`src/rtl/keypad_key_capture_pkg.sv`:
```
// Shared keypad definitions: key count, slot-index width, key FSM states and
// small bitmap helpers used by the capture logic.
package keypad_pkg;
  localparam int NUM_KEYS  = 12;
  localparam int KEY_IDX_W = 4;

  typedef logic [NUM_KEYS-1:0]  frame_t;
  typedef logic [KEY_IDX_W-1:0] key_idx_t;

  typedef enum logic [1:0] {IDLE, PRESSED, MULTI} key_state_t;

  function automatic key_idx_t count_keys(frame_t f);
    key_idx_t c = '0;
    for (int i = 0; i < NUM_KEYS; i++) c = c + key_idx_t'(f[i]);
    return c;
  endfunction

  // Only meaningful when exactly one bit is set.
  function automatic key_idx_t lowest_key(frame_t f);
    key_idx_t k = '0;
    for (int i = NUM_KEYS - 1; i >= 0; i--) if (f[i]) k = key_idx_t'(i);
    return k;
  endfunction
endpackage

```
`src/rtl/keypad_key_capture_if.sv`:
```
// Scan-sample input bus and key-event outputs of the keypad capture block.
interface keypad_key_capture_if;
  import keypad_pkg::*;

  key_idx_t SCAN_IDX;
  logic     SCAN_BIT;
  logic     SAMPLE_EN;
  key_idx_t KEY_CODE;
  logic     KEY_VALID;
  logic     KEY_HELD;
  logic     MULTI_ERR;

  modport master (output SCAN_IDX, SCAN_BIT, SAMPLE_EN,
                  input  KEY_CODE, KEY_VALID, KEY_HELD, MULTI_ERR);
  modport slave  (input  SCAN_IDX, SCAN_BIT, SAMPLE_EN,
                  output KEY_CODE, KEY_VALID, KEY_HELD, MULTI_ERR);
endinterface

```
`src/rtl/keypad_frame_debounce.sv`:
```
// Frame debouncer: a completed frame becomes stable after DEBOUNCE_FRAMES
// consecutive identical completed frames.
module keypad_frame_debounce
  import keypad_pkg::*;
#(
  parameter int DEBOUNCE_FRAMES = 4
) (
  input  logic   CLK,
  input  logic   RST,
  input  logic   frame_done,
  input  frame_t frame,
  output logic   stable_upd,
  output frame_t stable_frame
);
  localparam logic [2:0] DB = 3'(DEBOUNCE_FRAMES);

  frame_t     prev_q, stable_q;
  logic [2:0] cnt_q, cnt_nxt;

  always_comb begin
    cnt_nxt = 3'd1;
    if (frame == prev_q) cnt_nxt = (cnt_q == DB) ? cnt_q : cnt_q + 3'd1;
  end

  // Saturated counter keeps re-announcing the same stable frame each frame.
  assign stable_upd   = frame_done && (cnt_nxt == DB);
  assign stable_frame = stable_upd ? frame : stable_q;

  always_ff @(posedge CLK) begin
    if (!RST) begin
      prev_q   <= '0;
      stable_q <= '0;
      cnt_q    <= '0;
    end else if (frame_done) begin
      prev_q <= frame;
      cnt_q  <= cnt_nxt;
      if (stable_upd) stable_q <= frame;
    end
  end
endmodule

```
`src/rtl/keypad_key_capture.sv`:
```
// Keypad key capture: frame assembly, debounce and key FSM.
// Optional auto-repeat of KEY_VALID while a key is held: define KEY_AUTOREPEAT_EN.
module keypad_key_capture
  import keypad_pkg::*;
#(
  parameter int DEBOUNCE_FRAMES = 4,
  parameter int REPEAT_FRAMES   = 50
) (
  input logic CLK,
  input logic RST,
  keypad_key_capture_if.slave bus
);
  localparam key_idx_t LAST_IDX = key_idx_t'(NUM_KEYS - 1);

  if (DEBOUNCE_FRAMES < 1 || DEBOUNCE_FRAMES > 7 ||
      REPEAT_FRAMES < 2 || REPEAT_FRAMES > 255) begin : g_bad_cfg
    $error("keypad_key_capture: parameter out of range");
  end

  // exp_q == 0 means no frame in progress; waiting for an index-0 sample.
  key_idx_t exp_q;
  frame_t   bitmap_q, frame_w;
  logic     in_seq, frame_done;

  assign in_seq     = bus.SAMPLE_EN && (exp_q != '0) && (bus.SCAN_IDX == exp_q);
  assign frame_done = in_seq && (bus.SCAN_IDX == LAST_IDX);

  always_comb begin
    frame_w = bitmap_q;
    for (int i = 0; i < NUM_KEYS; i++)
      if (key_idx_t'(i) == bus.SCAN_IDX) frame_w[i] = bus.SCAN_BIT;
  end

  always_ff @(posedge CLK) begin
    if (!RST) begin
      exp_q    <= '0;
      bitmap_q <= '0;
    end else if (bus.SAMPLE_EN) begin
      if (bus.SCAN_IDX == '0) begin
        bitmap_q <= frame_t'(bus.SCAN_BIT);
        exp_q    <= key_idx_t'(1);
      end else if (in_seq) begin
        bitmap_q <= frame_w;
        exp_q    <= frame_done ? '0 : exp_q + key_idx_t'(1);
      end else begin
        bitmap_q <= '0;
        exp_q    <= '0;
      end
    end
  end

  logic   stable_upd;
  frame_t stable_frame;

  keypad_frame_debounce #(.DEBOUNCE_FRAMES(DEBOUNCE_FRAMES)) u_debounce (
    .CLK          (CLK),
    .RST          (RST),
    .frame_done   (frame_done),
    .frame        (frame_w),
    .stable_upd   (stable_upd),
    .stable_frame (stable_frame)
  );

  key_state_t state_q, state_nxt;
  key_idx_t   key_code_q, n_keys, new_key;
  logic       key_valid_q, key_held_q, multi_err_q;
  logic       accept, rpt_fire;

  assign n_keys  = count_keys(stable_frame);
  assign new_key = lowest_key(stable_frame);

  always_comb begin
    state_nxt = state_q;
    accept    = 1'b0;
    if (stable_upd) begin
      if (n_keys == '0) begin
        state_nxt = IDLE;
      end else if (n_keys == key_idx_t'(1)) begin
        state_nxt = PRESSED;
        accept    = (state_q != PRESSED) || (new_key != key_code_q);
      end else begin
        state_nxt = MULTI;
      end
    end
  end

`ifdef KEY_AUTOREPEAT_EN
  logic [7:0] rpt_q;
  logic       change;

  // Roll-over to a new key counts as a state change and restarts the period.
  assign change   = (state_nxt != state_q) || accept;
  assign rpt_fire = (state_q == PRESSED) && frame_done && !change &&
                    (rpt_q == 8'(REPEAT_FRAMES - 1));

  always_ff @(posedge CLK) begin
    if (!RST)                                   rpt_q <= '0;
    else if (change)                            rpt_q <= '0;
    else if (state_q == PRESSED && frame_done)  rpt_q <= rpt_fire ? 8'd0 : rpt_q + 8'd1;
  end
`else
  assign rpt_fire = 1'b0;
`endif

  always_ff @(posedge CLK) begin
    if (!RST) begin
      state_q     <= IDLE;
      key_code_q  <= '0;
      key_valid_q <= 1'b0;
      key_held_q  <= 1'b0;
      multi_err_q <= 1'b0;
    end else begin
      state_q     <= state_nxt;
      key_valid_q <= accept || rpt_fire;
      if (accept) key_code_q <= new_key;
      key_held_q  <= (state_nxt == PRESSED);
      multi_err_q <= (state_nxt == MULTI);
    end
  end

  assign bus.KEY_CODE  = key_code_q;
  assign bus.KEY_VALID = key_valid_q;
  assign bus.KEY_HELD  = key_held_q;
  assign bus.MULTI_ERR = multi_err_q;
endmodule

```
`src/flat_wrapper.sv`:
```
// flat-port wrapper written by rule: the top's interface ports become plain ports
module keypad_key_capture_flat import keypad_pkg::*;
#(
  parameter int DEBOUNCE_FRAMES = 4,
  parameter int REPEAT_FRAMES   = 50
)
  (CLK, RST, bus_SCAN_IDX, bus_SCAN_BIT, bus_SAMPLE_EN, bus_KEY_CODE, bus_KEY_VALID, bus_KEY_HELD, bus_MULTI_ERR);
  keypad_key_capture_if bus_i ();
  input logic CLK;
  input logic RST;
  input wire logic [$bits(bus_i.SCAN_IDX)-1:0] bus_SCAN_IDX;
  input wire logic [$bits(bus_i.SCAN_BIT)-1:0] bus_SCAN_BIT;
  input wire logic [$bits(bus_i.SAMPLE_EN)-1:0] bus_SAMPLE_EN;
  output wire logic [$bits(bus_i.KEY_CODE)-1:0] bus_KEY_CODE;
  output wire logic [$bits(bus_i.KEY_VALID)-1:0] bus_KEY_VALID;
  output wire logic [$bits(bus_i.KEY_HELD)-1:0] bus_KEY_HELD;
  output wire logic [$bits(bus_i.MULTI_ERR)-1:0] bus_MULTI_ERR;
  assign bus_i.SCAN_IDX = bus_SCAN_IDX;
  assign bus_i.SCAN_BIT = bus_SCAN_BIT;
  assign bus_i.SAMPLE_EN = bus_SAMPLE_EN;
  assign bus_KEY_CODE = bus_i.KEY_CODE;
  assign bus_KEY_VALID = bus_i.KEY_VALID;
  assign bus_KEY_HELD = bus_i.KEY_HELD;
  assign bus_MULTI_ERR = bus_i.MULTI_ERR;
  keypad_key_capture #(.DEBOUNCE_FRAMES(DEBOUNCE_FRAMES), .REPEAT_FRAMES(REPEAT_FRAMES)) u_core (.CLK(CLK), .RST(RST), .bus(bus_i));
endmodule
```
`config.mk`:
```
export PLATFORM = sky130hd
export DESIGN_NAME = keypad_key_capture_flat
export DESIGN_NICKNAME = d
export VERILOG_FILES = /design/src/rtl/keypad_key_capture_pkg.sv /design/src/rtl/keypad_key_capture_if.sv /design/src/rtl/keypad_frame_debounce.sv /design/src/rtl/keypad_key_capture.sv /design/src/flat_wrapper.sv
export SDC_FILE = /design/constraint.sdc
export NUM_CORES = 1
export LEC_CHECK = 0
export CORE_MARGIN = 3
export CORE_UTILIZATION = 45
export DETAILED_ROUTE_END_ITERATION = 16
export GPL_TIMING_DRIVEN = 0
export PLACE_DENSITY = 0.69
export RECOVER_POWER = 25
export SYNTH_ARGS = -nofsm -noshare
export SYNTH_HDL_FRONTEND = slang
export SYNTH_SLANG_ARGS = --single-unit
```
`constraint.sdc`:
```
create_clock -name CLK -period 8.3 [get_ports CLK]
set_input_delay 2.075 -clock CLK [delete_from_list [all_inputs] [get_ports CLK]]
set_output_delay 2.075 -clock CLK [all_outputs]
set_load 0.03 [all_outputs]
```
==> results.txt <==
Reg clk slew, reported paths - 0.10 ns
GRT Residual Overflow - 0
status - completed
post-synth top area share - 31.1%
Slew @ Worst Pin - 0.627 ns
Chip Width - 92.3 um
1st-iter DRT viols - 172
router iterations before antenna repair - 5
FF-to-FF Start - u_core.u_debounce.cnt_q[0]$_SDFFE_PN0P_
DR WL/cell - 16.8 um
PD cells - 121 nW/um2
Final min period - 8.25 ns
Post-Syn Nets - 423
core area - 7020 um2
Initial Utilization - 47.8%
Critical Path Source Type - input pin
crit path capture - u_core.bus.KEY_CODE[2]$_SDFFE_PN0P_
reg-to-reg endpoint - u_core.bus.KEY_CODE[2]$_SDFFE_PN0P_
TritonCTS clock tree - yes
number of global-route vias before repair - 2966
EDFF count, synth - 0
Area contributors post-synth - dfxtp_1 31%, nor2_1 6.8%, mux2i_1 6.6%
Required @ worst endpoint - 8.54 ns
DP HPWL - 6.41 mm
DRC - 0
fillers - 622
Area after DPL - 3690 um2
delay-heaviest family, CP - adder cells
GP Congestion - 0.849
Synth Flop Type - dfxtp_1
Worst Setup SP - bus_SCAN_IDX[3]
Bufs on Longest Clock Path - 2
die area - 8520 um2
Post-CTS Hold Buffers - 0
final WL - 9.06 mm
Arrival @ worst endpoint - 8.49 ns
Clock Skew - 0.00998 ns
syn_area_per_cell - 8.38 um2
CP max stage delay - 0.53 ns
max-cap viol count - 0
final period utilization - 99.4%
Rel. slew slack - 58.2%
Final TNS setup - 0 ns
TritonCTS buffer count - 5
synthesized flop and latch total - 52
nets - 467
Mapped Area - 3350 um2
initial antenna violation count - 0
num rows - 30
leak pwr - 1.49 nW
Buf+Inv Stages, Crit Path - 6
critical path capture point type - flip-flop
Min Hold Slack - 0.488 ns
via count - 3210
Total Power - 0.000508 W
largest net degree at the start of global routing - 16
clock latency on the worst-skew pair - 0.32 ns
CTS H-tree lvls - 2
root buffer cell - clkbuf_8
asr flop ratio synth - 0%
RSZ-0062 raised after global routing - true
vias per cell - 5.94
Die Span Y - 92.3 um
CTS sink cnt - 52
max-slew violations - 0
fin area - 4180 um2
ANT cells - 0
worst hold path type - reg -> reg
I/O pin count - 15
Max Fclk - 121 MHz
first-pass GRT wire length - 14.9 mm
final hold viol count - 0
Max FO, Critical Path - 10
yosys warns - 0
Yosys cell types - 66
Max VDD drop - 0.0000784 V
Final setup viols - 0
Synth area leader - dfxtp_1
GRT Util Overall - 21.7%
Post-Syn Instances - 400
Layout Cells excl Fill - 540
register area share after synthesis - 31.1%
CP Depth - 26
I/O Buffers - 13
Antenna Nets Post-Route - 0
placed insts - 509
crit path kind - in -> reg
Area Growth Syn to Fin - 24.7%
share of cells above drive strength 1 - 21.6%
Reg2Reg Setup Slack - 1.52 ns
CP max-delay cell - fa_1
most used cell, CP - fa_1
reg2reg path depth - 25
-- metal layers --
layer	wire length, um	vias up	GRT usage, %
li1	-	1523	-
met3	444	25	4.63
met5	0	-	0
met1	3850	1554	27.2
met4	313	0	9.03
met2	4450	108	36.1
-- worst min-delay path, delay by kind of cell, from the launching register on --
kind               cells  cell delay [ns]
AOI/OAI and AO/OA      1             0.05
DFF                    1             0.34
and+or+nand+nor        1             0.06
-- worst min-delay path by stage --
stage | start | end | slack [ns] | cells after the start
floorplan | u_core.u_debounce.cnt_q[1]$_SDFFE_PN0P_ | u_core.u_debounce.cnt_q[1]$_SDFFE_PN0P_ | 0.45 | 2
global placement | u_core.u_debounce.cnt_q[1]$_SDFFE_PN0P_ | u_core.u_debounce.cnt_q[1]$_SDFFE_PN0P_ | 0.47 | 2
detailed placement | u_core.u_debounce.cnt_q[1]$_SDFFE_PN0P_ | u_core.u_debounce.cnt_q[1]$_SDFFE_PN0P_ | 0.47 | 2
CTS | u_core.u_debounce.cnt_q[1]$_SDFFE_PN0P_ | u_core.u_debounce.cnt_q[1]$_SDFFE_PN0P_ | 0.49 | 2
global route | u_core.u_debounce.cnt_q[1]$_SDFFE_PN0P_ | u_core.u_debounce.cnt_q[1]$_SDFFE_PN0P_ | 0.51 | 2
finish | u_core.u_debounce.cnt_q[1]$_SDFFE_PN0P_ | u_core.u_debounce.cnt_q[1]$_SDFFE_PN0P_ | 0.49 | 2
-- synth_stat cells, types with 2 or more instances --
master    instances
a211o_1           2
a211oi_1         16
a21oi_1          23
a311oi_1          3
a31oi_1           4
a41oi_1           2
and2_1            7
and4bb_2          4
buf_2             3
clkbuf_1         14
dfxtp_1          52
fa_1              7
ha_1              8
inv_1            21
mux2_2            4
mux2i_1          22
nand2_1          28
nand2b_1         10
nand3_1           8
nand4_1           4
nand4b_1          4
nor2_1           61
nor2b_1           2
nor3_1            5
nor3b_1           7
nor4_1            4
nor4b_2           3
o21ai_0          22
o21bai_1          2
or2_2             2
or3_1             2
or4_1             3
xnor2_1           7
xor2_1            2
-- state kept, by name, summed over array words and instances (netlist names) --
register and count:
u_core.bitmap_q 12, u_core.u_debounce.prev_q 12, u_core.u_debounce.stable_q 12, u_core.bus.KEY_CODE 4
u_core.exp_q 4, u_core.u_debounce.cnt_q 3, u_core.state_q 2, u_core.bus.KEY_HELD 1
u_core.bus.KEY_VALID 1, u_core.bus.MULTI_ERR 1
-- repair_timing --
| item | CTS | global route |
|---|---|---|
| pin swaps | 10 | 14 |
| setup buffers | 14 | 10 |
| gates resized for setup | 44 | 33 |
| endpoints found under the setup margin | 9 | 3 |
-- cell usage in the layout (no fill, tap or decap), types with 7 or more instances in the layout --
cell / synthesis / final
dfxtp_1: 52 / 52
nor3b_1: 7 / 7
xnor2_1: 7 / 7
o21ai_0: 22 / 17
inv_1: 21 / 19
nand2b_1: 10 / 10
nor2_1: 61 / 61
a21oi_1: 23 / 23
a211oi_1: 16 / 15
buf_4: 1 / 25
mux2i_1: 22 / 12
dlygate4sd3_1: 0 / 8
nand2_1: 28 / 28
clkbuf_1: 14 / 11
and2_1: 7 / 7
nand3_1: 8 / 7
ha_1: 8 / 7
mux2i_4: 1 / 7
-- final cells by class --
cell class | count | area (um2) | area share (%)
Buffer | 19 | 115 | 2.75
Clock buffer | 5 | 68.8 | 1.65
Clock inverter | 2 | 60.1 | 1.44
Inverter | 22 | 82.6 | 1.97
Multi-Input combinational cell | 307 | 2380 | 57.0
Sequential cell | 52 | 1040 | 24.9
Tap cell | 96 | 120 | 2.87
Timing Repair Buffer | 37 | 312 | 7.45
-- cell families (layout without fill, tap and decap cells) --
logic type | Yosys count | in the layout | share of synthesized area [%]
mux | 27 | 27 | 8.59
fa+ha+maj | 15 | 15 | 7.17
compound gates | 92 | 92 | 18.1
xor+xnor | 10 | 10 | 2.84
simple gates | 163 | 163 | 27.2
buf+inv | 41 | 85 | 5.04
flops | 52 | 52 | 31.1
-- power breakdown --
part | switching [W] | internal (W) | total, W
Combinational | 0.0000302 | 0.0000199 | 0.0000501
Clock | 0.0000890 | 0.000119 | 0.000208
Sequential | 0.000000562 | 0.000250 | 0.000250
Total | 0.000120 | 0.000388 | 0.000508
-- metrics by stage --
step / utilization, % / worst slack [ns]
floorplan: - / -0.0431
global placement: 52.5 / -1.50
detailed placement: 52.5 / -1.59
CTS: 57.0 / 0.000671
global route: 59.6 / -0.208
finish: 59.6 / 0.0527
Power figures use the tool's default switching activity.
